<file path="config.mk">
export PLATFORM = sky130hd
export DESIGN_NAME = rx_ctrl
export DESIGN_NICKNAME = d
export VERILOG_FILES = /design/src/rtl/rx_ctrl.sv
export SDC_FILE = /design/constraint.sdc
export NUM_CORES = 1
export LEC_CHECK = 0
export CORE_UTILIZATION = 59
export CTS_CLUSTER_SIZE = 30
export DETAILED_ROUTE_END_ITERATION = 12
export GPL_TIMING_DRIVEN = 0
export HOLD_SLACK_MARGIN = 0.1
export MAX_ROUTING_LAYER = met4
export PLACE_DENSITY_LB_ADDON = 0.25
export SETUP_SLACK_MARGIN = 0.05
export SLEW_MARGIN = 20
export SYNTH_ARGS = -nofsm -noshare
export SYNTH_HDL_FRONTEND = slang
export SYNTH_SLANG_ARGS = --single-unit
</file>
<file path="constraint.sdc">
create_clock -name clk -period 4.95 [get_ports clk]
set_input_delay 0.7425 -clock clk [delete_from_list [all_inputs] [get_ports clk]]
set_output_delay 0.7425 -clock clk [all_outputs]
set_load 0.01 [all_outputs]
</file>
<file path="src/rtl/rx_ctrl.sv">
// Receive-path sequencer for a UART-style bit timer and stop-bit checker.
// Outputs are Moore decodes, registered alongside the state so no input reaches an output combinationally.
module rx_ctrl #(
    parameter int TIMEOUT_CYCLES = 200
) (
    input  logic       clk,
    input  logic       n_rst,
    input  logic       start_bit_detected,
    input  logic       packet_done,
    input  logic       framing_error,
    input  logic       err_clr,
    output logic       timer_clear,
    output logic       enable_timer,
    output logic       sbc_clear,
    output logic       sbc_enable,
    output logic       load_buffer,
    output logic       timeout_err,
    output logic       busy,
    output logic [7:0] err_count
);

    typedef enum logic [2:0] {
        IDLE,
        START,
        SAMPLE,
        STOP,
        CHECK,
        LOAD,
        ABORT
    } state_t;

    localparam logic [15:0] WAIT_LAST = 16'(TIMEOUT_CYCLES - 1);

    state_t      state_q, state_d;
    logic [15:0] wait_cnt_q, wait_cnt_d;
    logic [7:0]  err_count_q, err_count_d;

    logic timer_clear_q,  timer_clear_d;
    logic enable_timer_q, enable_timer_d;
    logic sbc_clear_q,    sbc_clear_d;
    logic sbc_enable_q,   sbc_enable_d;
    logic load_buffer_q,  load_buffer_d;
    logic timeout_err_q,  timeout_err_d;
    logic busy_q,         busy_d;

    function automatic logic [7:0] sat_inc(input logic [7:0] v);
        return (v == 8'hFF) ? v : v + 8'd1;
    endfunction

    always_comb begin
        state_d     = state_q;
        wait_cnt_d  = wait_cnt_q;
        err_count_d = err_count_q;

        case (state_q)
            IDLE: begin
                if (start_bit_detected) state_d = START;
            end
            START: begin
                wait_cnt_d = 16'd0;
                state_d    = SAMPLE;
            end
            SAMPLE: begin
                wait_cnt_d = wait_cnt_q + 16'd1;
                // A completed packet outranks a coincident timeout.
                if (packet_done)                   state_d = STOP;
                else if (wait_cnt_q == WAIT_LAST)  state_d = ABORT;
            end
            STOP: state_d = CHECK;
            CHECK: begin
                if (framing_error) begin
                    state_d     = IDLE;
                    err_count_d = sat_inc(err_count_q);
                end else begin
                    state_d = LOAD;
                end
            end
            LOAD:    state_d = IDLE;
            ABORT:   state_d = IDLE;
            default: state_d = IDLE;
        endcase

        if (err_clr) err_count_d = 8'd0;

        // Decode from the next state so the registered outputs line up with state_q.
        timer_clear_d  = (state_d == START);
        sbc_clear_d    = (state_d == START);
        enable_timer_d = (state_d == SAMPLE);
        sbc_enable_d   = (state_d == STOP);
        load_buffer_d  = (state_d == LOAD);
        timeout_err_d  = (state_d == ABORT);
        busy_d         = (state_d != IDLE);
    end

    always_ff @(posedge clk or negedge n_rst) begin
        if (!n_rst) begin
            state_q        <= IDLE;
            wait_cnt_q     <= 16'd0;
            err_count_q    <= 8'd0;
            timer_clear_q  <= 1'b0;
            enable_timer_q <= 1'b0;
            sbc_clear_q    <= 1'b0;
            sbc_enable_q   <= 1'b0;
            load_buffer_q  <= 1'b0;
            timeout_err_q  <= 1'b0;
            busy_q         <= 1'b0;
        end else begin
            state_q        <= state_d;
            wait_cnt_q     <= wait_cnt_d;
            err_count_q    <= err_count_d;
            timer_clear_q  <= timer_clear_d;
            enable_timer_q <= enable_timer_d;
            sbc_clear_q    <= sbc_clear_d;
            sbc_enable_q   <= sbc_enable_d;
            load_buffer_q  <= load_buffer_d;
            timeout_err_q  <= timeout_err_d;
            busy_q         <= busy_d;
        end
    end

    assign timer_clear  = timer_clear_q;
    assign enable_timer = enable_timer_q;
    assign sbc_clear    = sbc_clear_q;
    assign sbc_enable   = sbc_enable_q;
    assign load_buffer  = load_buffer_q;
    assign timeout_err  = timeout_err_q;
    assign busy         = busy_q;
    assign err_count    = err_count_q;

endmodule

</file>
; Word-level counts from Yosys, hierarchy flattened
; Cells that the tools add are included.
[op_classes]
eq_ne = 12
n_mux = 10
addsub = 2
n_reduce_logical = 6
[op_table]
columns = operator, n
row1 = 8-bit 2-to-1 mux, 4
row2 = 16-bit one-hot mux with 2 select lines, 1
row3 = "16-bit by 1-bit adder with 16-bit output, second input constant", 1
row4 = "16-bit by 8-bit equality test with 1-bit output, second input constant", 1
row5 = 3-bit one-hot mux with 5 select lines, 1
row6 = "3-bit by 2-bit equality test with 1-bit output, second input constant", 4
row7 = 3-bit 2-to-1 mux, 4
row8 = "3-bit equality test, second input constant", 3
row9 = "8-bit by 1-bit adder with 8-bit output, second input constant", 1
row10 = "8-bit equality test, second input constant", 1
row11 = "3-bit by 1-bit equality test with 1-bit output, second input constant", 2
row12 = 2-bit nonzero test, 3
row13 = 3-bit logical NOT, 1
row14 = 3-bit AND reduction, 1
row15 = 3-bit nonzero test, 1
row16 = "2-bit inequality test, second input constant", 1
[word_totals]
output_inout_bits = 15
input_bits = 6
elab_cells = 39
regBits = 33

; Depth between registers and ports, before layout
[depth]
ltp_word = 5
ltp_mapped = 7
mapped_depth_nobuf = 5

; Worst setup path after synthesis
; Ideal clock, no wire load.
[synth_timing]
path_type = input port to flip-flop
from = input framing_error
to = register err_count_q[5], in the netlist err_count[5]
n_path_buf = 0
slack_ns = 3.164
t_arrival_ns = 1.709
required_ns = 4.872
stages = 4
setup_time_ns = 0.078
path_cell_list = and4bb_4 -> nand4_4 -> or4_1 -> a21oi_1
[synth_via]
elab_chain_len = 2
[synth_rtl]
columns = item, line
row1 = from (decl), 10  ; input logic framing_error,
row2 = 2-bit nonzero test (no line), --
row3 = 3-bit AND reduction (no line), --
row4 = to (signal assigned), 110  ; err_count_q <= err_count_d;
row5 = to (decl), 36  ; logic [7:0] err_count_q, err_count_d;
; No other way between the ends.
; A chain may end at the register's enable or synchronous reset.

; Final worst setup path
[layout_timing]
from = register err_count_q[2], in the netlist err_count[2]
to = output err_count[2]
[layout_rtl]
columns = item, line
row1 = to (decl), 19  ; output logic [7:0] err_count
; No word-level cell between the ends.

==> results.toml <==
[drt]
num_vias = 1455
detail-route-antenna-nets = 0
wire_per_inst_um = 15.2
wl_um = 3480
viasPerCell = 6.35
drc = 0
drtIter0Drc = 97
first_pass_iters = 4

[final_layout]
final_nets = 205
design_area_sq_mm = 0.00202
multi_input_area_sq_um = 810
drive_above_1_share_pct = 11.1
mostFrequentLayoutCells = "dfrtp_1 (33), o21ai_0 (20), clkdlybuf4s50_1 (18)"
fillers = 196
area_delta_synth_final_pct = 18.1
seq_area_sq_um = 826
antenna_cells = 0
final_common_cell = "dfrtp_1"

[synthesis]
synthesis.nets = 179
syn-cell-area_sq_mm = 0.00171
synth_area_leaders = "dfrtp_1 (48%), o21ai_0 (5.9%), xor2_1 (3.6%), nand2_1 (2.9%), a41oi_1 (2.6%)"
ys_types = 41
synth_top_flop_cell = "dfrtp_1"
ys_ff_latch = 33
synth_top_area_share_pct = 48.4
synthArstFlopShare_pct = 100
synth_area_leader_cell = "dfrtp_1"
syn_inst = 171
synth-edff-count = 0
syn_area_per_cell_sq_um = 9.99
yosys_warnings = 0
yosysSeqAreaShare_pct = 48.4

[timing]
slew_violations = 0
setup_violations = 0
grt_setup_unrepaired = "no"
worst_slew_margin_rel_pct = 53.2
max_freq_mhz = 463
setup_tns_ns = 0
worst_pin_slew_ns = 0.702
fin_skew_ns = 0.0111
period_share_pct = 43.6
hold_viol = 0
min_period_ns = 2.16

[clocking]
htreeDepth = 2
cts_tree = "done"
cts_made_buffers = 5
clockBufferDepth = 2
path_clk_slew_ns = 0.10
postCtsSetupRepairBufs = 0
ctsHoldBuffers = 0
clock-sinks = 33
cts-root-buf = "clkbuf_4"
clock_latency_ns = 0.32
cts_resized = 0

[worst_setup_path]
cp.required_ns = 4.21
cp-end-kind = "output pin"
crit_fanout = 6
path_class = "register to output pin"
cp_cell_sequence = "clkdlybuf4s50_1"
critPathMaxStageDelay_ns = 0.59
critical_path_buf_inv_count = 1
cp.arrival_ns = 1.42
critPathTopFamily = "buffers and inverters"
setup.worst_path.start_class = "register"
cp_slowest_cell = "clkdlybuf4s50_1"

[power_and_ir_drop]
power.density_mw_per_mm2 = 420
ir_drop_v = 0.000441
leakagePower_uw = 0.000862

[placement]
port-buffer-count = 19
placed_area_sq_mm = 0.00193
dpl.hpwl_um = 2500
place_congestion = 0.838

[floorplan]
die-area_sq_mm = 0.00311
io_pins = 21
die-height_um = 55.8
rows = 19
core-area_sq_mm = 0.00276
die_w_um = 55.8
start_util_pct = 61.9

[grt]
grt_pass1_wl_um = 6130
antenna_found_initial = 0
grt_pass1_vias = 1413
grt_max_degree = 34
overflow = 0
grt_usage_pct = 25.7

[run]
maxCapViolCount = 0

[hold_path]
worstHoldPathType = "primary input to asynchronous set/reset pin"

[run_status]
status = "finished, final reports clean"
-- Yosys cell counts, types with 3 or more instances --
cell and n:
a21oi_1 5, a31o_2 3, a31oi_1 6, a41oi_1 5
and2_1 4, and4_1 4, clkbuf_1 5, dfrtp_1 33
nand2_1 13, nand2b_1 4, nand3_1 6, nand4_1 6
nor2_1 11, nor4_1 4, o21ai_0 20, xor2_1 7
-- cells by family (layout without fill, tap and decap cells) --
| logic type | Yosys count | count (layout) | share of synthesized area [%] |
|---|---|---|---|
| and+or+nand+nor | 68 | 68 | 24.2 |
| AOI/OAI and AO/OA | 45 | 45 | 16.5 |
| DFF | 33 | 33 | 48.4 |
| xor gates and xnor gates | 8 | 8 | 4.10 |
| muxes | 2 | 2 | 1.17 |
| adders and majority gates | 2 | 2 | 1.46 |
| buffers and inverters | 13 | 40 | 4.25 |
-- path summary, 6_finish.rpt --
| kind | depth (start not counted) | startpoint | slack, ns | to |
|---|---|---|---|---|
| setup / recovery | 1 | err_count[2]$_DFFE_PN0P_ | 2.79 | err_count[2] |
| setup reg to reg | 6 | wait_cnt_q[0]$_DFFE_PN0P_ | 3.17 | wait_cnt_q[8]$_DFFE_PN0P_ |
| min in group clk | 1 | wait_cnt_q[13]$_DFFE_PN0P_ | 0.53 | wait_cnt_q[13]$_DFFE_PN0P_ |
| hold / removal | 1 | n_rst | 0.45 | err_count[2]$_DFFE_PN0P_ |
| max in group asynchronous | 1 | n_rst | 4.03 | sbc_enable$_DFF_PN0_ |
| hold reg to reg | 1 | wait_cnt_q[13]$_DFFE_PN0P_ | 0.53 | wait_cnt_q[13]$_DFFE_PN0P_ |
-- metal layers --
metal  track usage, %  up-vias  wire (um)
li1                 -      688          -
met5                -        -          0
met3             4.42       10        155
met2             40.4       58       1710
met4             13.2        0         78
met1             32.1      699       1540
-- final cells by class --
cell class              count  share of cell area [%]
well taps                  31                    1.92
clock inverters             1                    1.49
multi-input cells         125                    40.1
flip-flops and latches     33                    40.9
repair buffers             19                    9.18
inverters                   2                   0.372
clock buffers               7                    2.73
plain buffers              11                    3.23
-- stage by stage --
stage	worst slack, ns	utilization [%]	instances	hold WS (ns)	power, uW
floorplan	3.16	-	171	0.447	538
global placement	2.55	70.2	221	0.500	632
detailed placement	2.59	70.1	221	0.517	642
CTS	2.79	73.1	229	0.472	851
global route	2.75	73.1	229	0.513	900
finish	2.79	73.1	229	0.450	847
-- report_power, final --
group | total (uW) | switching [uW] | internal (uW) | leakage (uW)
clock | 208 | 86.9 | 121 | 0.0000455
sequential | 338 | 31.6 | 307 | 0.000449
combinational | 301 | 175 | 126 | 0.000368
-- flip-flops by register name, summed over array words and instances (netlist names) --
name and cells:
wait_cnt_q 16, err_count 8, state_q 3, busy 1, enable_timer 1, load_buffer 1, sbc_clear 1, sbc_enable 1
timeout_err 1
-- worst reg2reg max path: stages (launching register included) --
cell      delay [ns]
dfrtp_1         0.44
ha_1            0.26
and4_1          0.20
clkbuf_1        0.30
nand4_1         0.17
xor2_1          0.17
o21ai_0         0.17
(Power assumes the default switching activity.)
